**src/rtl/add_rs_pkg.sv**
```systemverilog
// Shared types for the add/sub/branch reservation station: ROB tags, op encoding,
// source operand and entry payload records, plus small helpers used by the top.
package add_rs_pkg;

  localparam int ROB_BITS = 3;
  localparam int DATA_W   = 32;

  typedef logic [ROB_BITS-1:0] rob_t;

  typedef struct packed {
    logic sub;
    logic bne;
    logic beq;
    logic blt;
  } alu_op_t;

  typedef struct packed {
    logic              rdy;
    rob_t              tag;
    logic [DATA_W-1:0] val;
  } rs_src_t;

  // Entry payload; the per-entry valid bit lives in its own reset register.
  typedef struct packed {
    rob_t    rob;
    alu_op_t op;
    rs_src_t s1;
    rs_src_t s2;
  } rs_entry_t;

  // Distance from the ROB head, wrapping modulo the ROB size.
  function automatic rob_t rob_age(rob_t rob, rob_t head);
    return rob - head;
  endfunction

  // A waiting operand grabs the CDB value when its producer tag is broadcast.
  function automatic rs_src_t src_capture(rs_src_t s, logic cdb_v, rob_t cdb_rob,
                                          logic [DATA_W-1:0] cdb_val);
    rs_src_t r;
    r = s;
    if (!s.rdy && cdb_v && (s.tag == cdb_rob)) begin
      r.rdy = 1'b1;
      r.val = cdb_val;
    end
    return r;
  endfunction

endpackage

```
**src/rtl/add_rs_if.sv**
```systemverilog
// Dispatch, CDB and issue bundle of the add reservation station.
// The slave modport is the station; master is the dispatch/CDB/adder side.
interface add_rs_if;
  import add_rs_pkg::*;

  logic              disp_valid;
  logic              disp_ready;
  rob_t              disp_rob;
  alu_op_t           disp_op;
  logic              disp_s1_rdy;
  rob_t              disp_s1_tag;
  logic [DATA_W-1:0] disp_s1_val;
  logic              disp_s2_rdy;
  rob_t              disp_s2_tag;
  logic [DATA_W-1:0] disp_s2_val;

  logic              cdb_valid;
  rob_t              cdb_rob;
  logic [DATA_W-1:0] cdb_value;

  logic              issue_valid;
  logic              issue_ready;
  rob_t              issue_rob;
  alu_op_t           issue_op;
  logic [DATA_W-1:0] issue_rs1;
  logic [DATA_W-1:0] issue_rs2;

  modport slave (
    input  disp_valid, disp_rob, disp_op,
    input  disp_s1_rdy, disp_s1_tag, disp_s1_val,
    input  disp_s2_rdy, disp_s2_tag, disp_s2_val,
    input  cdb_valid, cdb_rob, cdb_value,
    input  issue_ready,
    output disp_ready,
    output issue_valid, issue_rob, issue_op, issue_rs1, issue_rs2
  );

  modport master (
    output disp_valid, disp_rob, disp_op,
    output disp_s1_rdy, disp_s1_tag, disp_s1_val,
    output disp_s2_rdy, disp_s2_tag, disp_s2_val,
    output cdb_valid, cdb_rob, cdb_value,
    output issue_ready,
    input  disp_ready,
    input  issue_valid, issue_rob, issue_op, issue_rs1, issue_rs2
  );

endinterface

```
**src/rtl/add_rs_age_picker.sv**
```systemverilog
// Oldest-first selector: among eligible entries, grant the one with the smallest age.
// Ages are unique for valid entries, so strict less-than needs no tie-break.
module add_rs_age_picker #(
  parameter int DEPTH = 4,
  parameter int AGE_W = 3
) (
  input  logic [DEPTH-1:0]         elig_i,
  input  logic [AGE_W-1:0]         age_i [DEPTH],
  output logic [DEPTH-1:0]         grant_o,
  output logic [$clog2(DEPTH)-1:0] idx_o,
  output logic                     any_o
);

  localparam int IDX_W = $clog2(DEPTH);

  logic             found;
  logic [AGE_W-1:0] best;

  always_comb begin
    found   = 1'b0;
    best    = '1;
    idx_o   = '0;
    grant_o = '0;
    for (int i = 0; i < DEPTH; i++) begin
      if (elig_i[i] && (!found || (age_i[i] < best))) begin
        found = 1'b1;
        best  = age_i[i];
        idx_o = IDX_W'(i);
      end
    end
    grant_o[idx_o] = found;
    any_o          = found;
  end

endmodule

```
**src/rtl/add_rs.sv**
```systemverilog
// Reservation station for the add/sub/branch unit: holds dispatched ops, wakes operands
// from the CDB and presents the oldest fully ready entry to the adder.
module add_rs
  import add_rs_pkg::*;
#(
  parameter int DEPTH = 4
) (
  input  logic     clk,
  input  logic     reset,
  input  logic     flush,
  input  rob_t     rob_head,
  add_rs_if.slave  rs
);

  localparam int IDX_W = $clog2(DEPTH);

  logic [DEPTH-1:0] valid_q, valid_d;
  rs_entry_t        ent_q [DEPTH];
  rs_entry_t        ent_d [DEPTH];

  logic [DEPTH-1:0] elig;
  logic [DEPTH-1:0] grant;
  rob_t             age [DEPTH];
  logic [IDX_W-1:0] pick_idx;
  logic             pick_any;
  logic [IDX_W-1:0] free_idx;
  logic             disp_fire;
  logic             issue_fire;

  // Selection sees registered operands only, so a same-cycle wakeup cannot issue yet.
  always_comb begin
    for (int i = 0; i < DEPTH; i++) begin
      elig[i] = valid_q[i] & ent_q[i].s1.rdy & ent_q[i].s2.rdy;
      age[i]  = rob_age(ent_q[i].rob, rob_head);
    end
  end

  add_rs_age_picker #(
    .DEPTH (DEPTH),
    .AGE_W (ROB_BITS)
  ) u_picker (
    .elig_i  (elig),
    .age_i   (age),
    .grant_o (grant),
    .idx_o   (pick_idx),
    .any_o   (pick_any)
  );

  assign rs.issue_valid = pick_any;
  assign rs.issue_rob   = ent_q[pick_idx].rob;
  assign rs.issue_op    = ent_q[pick_idx].op;
  assign rs.issue_rs1   = ent_q[pick_idx].s1.val;
  assign rs.issue_rs2   = ent_q[pick_idx].s2.val;

  assign rs.disp_ready  = ~&valid_q;
  assign disp_fire      = rs.disp_valid & rs.disp_ready;
  assign issue_fire     = pick_any & rs.issue_ready;

  // Lowest-index free slot; scanning downward lets the lowest index win.
  always_comb begin
    free_idx = '0;
    for (int i = DEPTH - 1; i >= 0; i--) begin
      if (!valid_q[i]) free_idx = IDX_W'(i);
    end
  end

  always_comb begin
    valid_d = valid_q & ~(issue_fire ? grant : '0);
    for (int i = 0; i < DEPTH; i++) begin
      ent_d[i] = ent_q[i];
      if (valid_q[i]) begin
        ent_d[i].s1 = src_capture(ent_q[i].s1, rs.cdb_valid, rs.cdb_rob, rs.cdb_value);
        ent_d[i].s2 = src_capture(ent_q[i].s2, rs.cdb_valid, rs.cdb_rob, rs.cdb_value);
      end
    end
    if (disp_fire) begin
      valid_d[free_idx]     = 1'b1;
      ent_d[free_idx].rob   = rs.disp_rob;
      ent_d[free_idx].op    = rs.disp_op;
      ent_d[free_idx].s1    = src_capture(
        rs_src_t'{rdy: rs.disp_s1_rdy, tag: rs.disp_s1_tag, val: rs.disp_s1_val},
        rs.cdb_valid, rs.cdb_rob, rs.cdb_value);
      ent_d[free_idx].s2    = src_capture(
        rs_src_t'{rdy: rs.disp_s2_rdy, tag: rs.disp_s2_tag, val: rs.disp_s2_val},
        rs.cdb_valid, rs.cdb_rob, rs.cdb_value);
    end
  end

  // Flush and reset both win over same-cycle dispatch and issue.
  always_ff @(posedge clk) begin
    if (reset || flush) valid_q <= '0;
    else                valid_q <= valid_d;
  end

  always_ff @(posedge clk) begin
    for (int i = 0; i < DEPTH; i++) ent_q[i] <= ent_d[i];
  end

endmodule

```
**src/flat_wrapper.sv**
```systemverilog
// flat-port wrapper written by rule: the top's interface ports become plain ports
module add_rs_flat import add_rs_pkg::*;
#(
  parameter int DEPTH = 4
)
  (clk, reset, flush, rob_head, rs_disp_valid, rs_disp_rob, rs_disp_op, rs_disp_s1_rdy, rs_disp_s1_tag, rs_disp_s1_val, rs_disp_s2_rdy, rs_disp_s2_tag, rs_disp_s2_val, rs_cdb_valid, rs_cdb_rob, rs_cdb_value, rs_issue_ready, rs_disp_ready, rs_issue_valid, rs_issue_rob, rs_issue_op, rs_issue_rs1, rs_issue_rs2);
  add_rs_if rs_i ();
  input  logic clk;
  input  logic reset;
  input  logic flush;
  input  rob_t rob_head;
  input wire logic [$bits(rs_i.disp_valid)-1:0] rs_disp_valid;
  input wire logic [$bits(rs_i.disp_rob)-1:0] rs_disp_rob;
  input wire logic [$bits(rs_i.disp_op)-1:0] rs_disp_op;
  input wire logic [$bits(rs_i.disp_s1_rdy)-1:0] rs_disp_s1_rdy;
  input wire logic [$bits(rs_i.disp_s1_tag)-1:0] rs_disp_s1_tag;
  input wire logic [$bits(rs_i.disp_s1_val)-1:0] rs_disp_s1_val;
  input wire logic [$bits(rs_i.disp_s2_rdy)-1:0] rs_disp_s2_rdy;
  input wire logic [$bits(rs_i.disp_s2_tag)-1:0] rs_disp_s2_tag;
  input wire logic [$bits(rs_i.disp_s2_val)-1:0] rs_disp_s2_val;
  input wire logic [$bits(rs_i.cdb_valid)-1:0] rs_cdb_valid;
  input wire logic [$bits(rs_i.cdb_rob)-1:0] rs_cdb_rob;
  input wire logic [$bits(rs_i.cdb_value)-1:0] rs_cdb_value;
  input wire logic [$bits(rs_i.issue_ready)-1:0] rs_issue_ready;
  output wire logic [$bits(rs_i.disp_ready)-1:0] rs_disp_ready;
  output wire logic [$bits(rs_i.issue_valid)-1:0] rs_issue_valid;
  output wire logic [$bits(rs_i.issue_rob)-1:0] rs_issue_rob;
  output wire logic [$bits(rs_i.issue_op)-1:0] rs_issue_op;
  output wire logic [$bits(rs_i.issue_rs1)-1:0] rs_issue_rs1;
  output wire logic [$bits(rs_i.issue_rs2)-1:0] rs_issue_rs2;
  assign rs_i.disp_valid = rs_disp_valid;
  assign rs_i.disp_rob = rs_disp_rob;
  assign rs_i.disp_op = rs_disp_op;
  assign rs_i.disp_s1_rdy = rs_disp_s1_rdy;
  assign rs_i.disp_s1_tag = rs_disp_s1_tag;
  assign rs_i.disp_s1_val = rs_disp_s1_val;
  assign rs_i.disp_s2_rdy = rs_disp_s2_rdy;
  assign rs_i.disp_s2_tag = rs_disp_s2_tag;
  assign rs_i.disp_s2_val = rs_disp_s2_val;
  assign rs_i.cdb_valid = rs_cdb_valid;
  assign rs_i.cdb_rob = rs_cdb_rob;
  assign rs_i.cdb_value = rs_cdb_value;
  assign rs_i.issue_ready = rs_issue_ready;
  assign rs_disp_ready = rs_i.disp_ready;
  assign rs_issue_valid = rs_i.issue_valid;
  assign rs_issue_rob = rs_i.issue_rob;
  assign rs_issue_op = rs_i.issue_op;
  assign rs_issue_rs1 = rs_i.issue_rs1;
  assign rs_issue_rs2 = rs_i.issue_rs2;
  add_rs #(.DEPTH(DEPTH)) u_core (.clk(clk), .reset(reset), .flush(flush), .rob_head(rob_head), .rs(rs_i));
endmodule
```
**config.mk**
```make
export PLATFORM = sky130hd
export DESIGN_NAME = add_rs_flat
export DESIGN_NICKNAME = d
export VERILOG_FILES = /design/src/rtl/add_rs_pkg.sv /design/src/rtl/add_rs_if.sv /design/src/rtl/add_rs_age_picker.sv /design/src/rtl/add_rs.sv /design/src/flat_wrapper.sv
export SDC_FILE = /design/constraint.sdc
export NUM_CORES = 1
export LEC_CHECK = 0
export BUFFER_PORTS_ARGS = -buffer_cell sky130_fd_sc_hd__buf_4
export CAP_MARGIN = 25
export CORE_ASPECT_RATIO = 1.1
export CORE_MARGIN = 2
export CORE_UTILIZATION = 29
export CTS_BUF_LIST = sky130_fd_sc_hd__clkbuf_8
export DETAILED_ROUTE_END_ITERATION = 16
export HOLD_SLACK_MARGIN = 0.12
export PLACE_DENSITY_LB_ADDON = 0.1
export SETUP_SLACK_MARGIN = 0.05
export SLEW_MARGIN = 5
export SYNTH_ARGS = -nofsm -noshare
export SYNTH_HDL_FRONTEND = slang
export SYNTH_SLANG_ARGS = --single-unit
```
**constraint.sdc**
```tcl
create_clock -name clk -period 12 [get_ports clk]
set_input_delay 2.4 -clock clk [delete_from_list [all_inputs] [get_ports clk]]
set_output_delay 2.4 -clock clk [all_outputs]
set_load 0.02 [all_outputs]
```
==> metrics.csv <==
metric,value,unit
Worst Setup End Kind,output pin,
"Net Count, Synth",1775,
GR peak layer,met2,
"Data arrival, critical path",8130,ps
CTS tree,done,
setup_tns,0,ps
CTS Hold Buffers Added,0,
final worst-path cycle share,0.877,
drc violations,0,
GRT Overall Usage,0.200,
Final nets,1903,
routing usage on met1,0.256,
Yosys warning count,0,
I/O pin count,196,
Final Cell Area,0.0179,mm²
Max clock buf depth,3,
RSZ-0062 raised after global routing,no,
initial antenna violation count,2,
area post-placement,0.0168,mm²
worst-path maximum fanout,41,
pwr/cell area,151,mW/mm²
Slew headroom,0.299,
Clock Skew,13.5,ps
Final Hold Fails,0,
dpl ws,1310,ps
global route total overflow,0,
via count,12600,
worst-path cell chain,buf_4 > ha_1 > fa_1 > xor2_1 > xnor2_1 > nand2_1 > inv_1 > ha_1 > a211oi_1 > o31ai_4 > o21ai_0 > ha_1 > nor2b_1 > nor3_1 > a32oi_4 > nand2_1 > o21ai_0 > ha_1 > a2111o_1 > nor4b_1 > a211o_4 > buf_12 > mux2_2 > buf_4,
share of post-route cells with drive strength above 1,0.278,
Clock transition at path regs,60,ps
Netlist Area Pre-Place,0.0148,mm²
Crit path max-delay family,compound AO/OA/AOI/OAI gates,
first-pass GRT wire length,79.6,mm
Initial Utilization,0.294,
DIE WIDTH,219,µm
TritonCTS Sinks,320,
pin count of the biggest net entering global routing,76,
Post-Syn Area per Cell,9.03,µm²
drt pass-1 iters,5,
"flops & latches, synth",320,
critical path buffer and inverter count,4,
class of the worst hold path,reg2reg,
# rows,86,
Setup CP Type,in2out,
GR Util met2,0.338,
final setup vio count,0,
"antenna viol nets, final",0,
FILL cells,5108,
met3 Use GR,0.0319,
Final Critical Period,10530,ps
worst skew pair latency,650,ps
ys flop type,dfxtp_1,
Die Area,0.0528,mm²
number of port buffers,195,
fmax,95.0,MHz
postcts setup bufs,0,
WP data required,9600,ps
TritonCTS Buffers,58,
final worst setup slack,1470,ps
Lkg Pwr,7.39,nW
H-tree levels,2,
final WL,53.2,mm
post-synth cell types,47,
vias per inst,5.07,
sequential-to-total area share from yosys stat,0.468,
Post-synth ARST share,0,
chip height,241,µm
final-report max-slew violation count,0,
Core ar.,0.0503,mm²
root buffer cell,clkbuf_8,
actual slew at the worst max-slew pin,1050,ps
CP peak stage delay,480,ps
Max-cap violations,0,
vias in the first global route,12900,
status,completed,
gpl congestion,0.746,
Post-synth EDFFs,52,
routed len/inst,21.5,µm
Iteration-0 DRC Markers,754,
slowest library cell on the worst path,a211o_4,
Area Overhead vs Synth,21.3,%
Post-Synthesis Cells,1638,
Post-CTS Resized,0,
Detailed Place HPWL,32.8,mm
worst vdd ir,0.0000946,V
startpoint type of the worst setup path,input pin,
critical path's most frequent cell,ha_1,
-- power by group --
part | leakage, nW | total (W) | internal, W | switching [W]
registers | 2.69 | 0.00125 | 0.00120 | 0.0000534
clock network | 0.685 | 0.00105 | 0.000566 | 0.000486
logic | 4.02 | 0.000409 | 0.000194 | 0.000215
-- worst paths after layout --
check	start	end	slack, ps	cells past startpoint
worst max-delay path	rob_head[0]	rs_issue_rs2[19]	1470	24
worst min-delay path	u_core.ent_q[2][52]	u_core.ent_q[2][52]	490	2
worst max register to register	flop	u_core.valid_q[0]	6380	22
worst min register to register	u_core.ent_q[2][52]	u_core.ent_q[2][52]	490	2
-- Yosys cell counts (6+ instances only) --
| cell | count | area, µm² |
|---|---|---|
| a21oi_1 | 19 | 95.1 |
| buf_2 | 18 | 90.1 |
| clkbuf_1 | 119 | 447 |
| dfxtp_1 | 268 | 5370 |
| edfxtp_1 | 52 | 1560 |
| ha_1 | 10 | 125 |
| inv_1 | 15 | 56.3 |
| mux2_1 | 31 | 349 |
| mux2_2 | 170 | 1910 |
| mux2_4 | 10 | 150 |
| nand2_1 | 24 | 90.1 |
| nand3_1 | 8 | 40.0 |
| nor2_1 | 520 | 1950 |
| nor3_1 | 11 | 55.1 |
| nor4_1 | 8 | 50.1 |
| o21ai_0 | 6 | 30.0 |
| o22ai_1 | 257 | 1610 |
| or2_2 | 8 | 50.1 |
| xnor2_1 | 22 | 193 |
| xor2_1 | 16 | 140 |
-- through the flow --
stage,util,cells,power [W],hold WS [ps]
global route,0.357,2472,0.00284,508
floorplan,-,1638,0.00152,453
CTS,0.357,2471,0.00275,489
detailed placement,0.334,2365,0.00168,474
global placement,0.334,2365,0.00167,464
finish,0.357,2473,0.00271,487
-- cells in the final DEF, fill, tap and decap left out, drive strengths merged, types with 3 or more instances in the layout --
cell type    n
xnor2       22
clkinv      11
o21ai        7
mux2i        4
mux2       211
xor2        16
o22ai      257
edfxtp      52
or2          8
nand3        8
nor3        11
nor4         8
buf        212
ha          10
nor2       520
fa           4
inv         38
nor3b        3
nand2       24
clkbuf      70
and3         5
dfxtp      268
a21oi       19
-- per-layer routing --
| metal | wire length [µm] | vias to the layer above | share of wire |
|---|---|---|---|
| li1 | - | 6008 | - |
| met5 | 0 | - | 0 |
| met2 | 25200 | 353 | 0.47 |
| met1 | 24100 | 6098 | 0.45 |
| met3 | 2550 | 91 | 0.048 |
| met4 | 1420 | 0 | 0.027 |
-- worst reg2reg max path, cell delays in order (launching register included) --
cell	delay, ps
edfxtp_1	350
inv_1	100
ha_1	150
inv_1	50
fa_1	380
xor2_1	160
xnor2_1	150
ha_1	230
a211oi_1	320
o31ai_4	140
o21ai_0	260
ha_1	290
nor2b_1	150
nor3_1	290
a32oi_4	250
nand2_1	110
o21ai_0	90
ha_1	330
a2111o_1	430
nor4b_1	330
a211o_4	480
buf_12	290
o221a_1	240
-- final cells by class --
| type | instances | area [µm²] | share of cell area |
|---|---|---|---|
| repair buffers | 212 | 1600 | 0.0894 |
| clock buffers | 70 | 963 | 0.0537 |
| clock inverters | 36 | 195 | 0.0109 |
| flip-flops and latches | 320 | 6930 | 0.386 |
| multi-input cells | 1159 | 7370 | 0.411 |
| well taps | 660 | 826 | 0.0460 |
| inverters | 15 | 56.3 | 0.00314 |
| diodes | 1 | 2.50 | 0.000139 |
-- cell families after synthesis --
family / synth area share
xor gates and xnor gates: 0.0225
DFF: 0.468
buffers and inverters: 0.0444
and+or+nand+nor: 0.159
AOI/OAI and AO/OA: 0.126
muxes: 0.166
adders and majority gates: 0.0139
(Power assumes the default switching activity.)
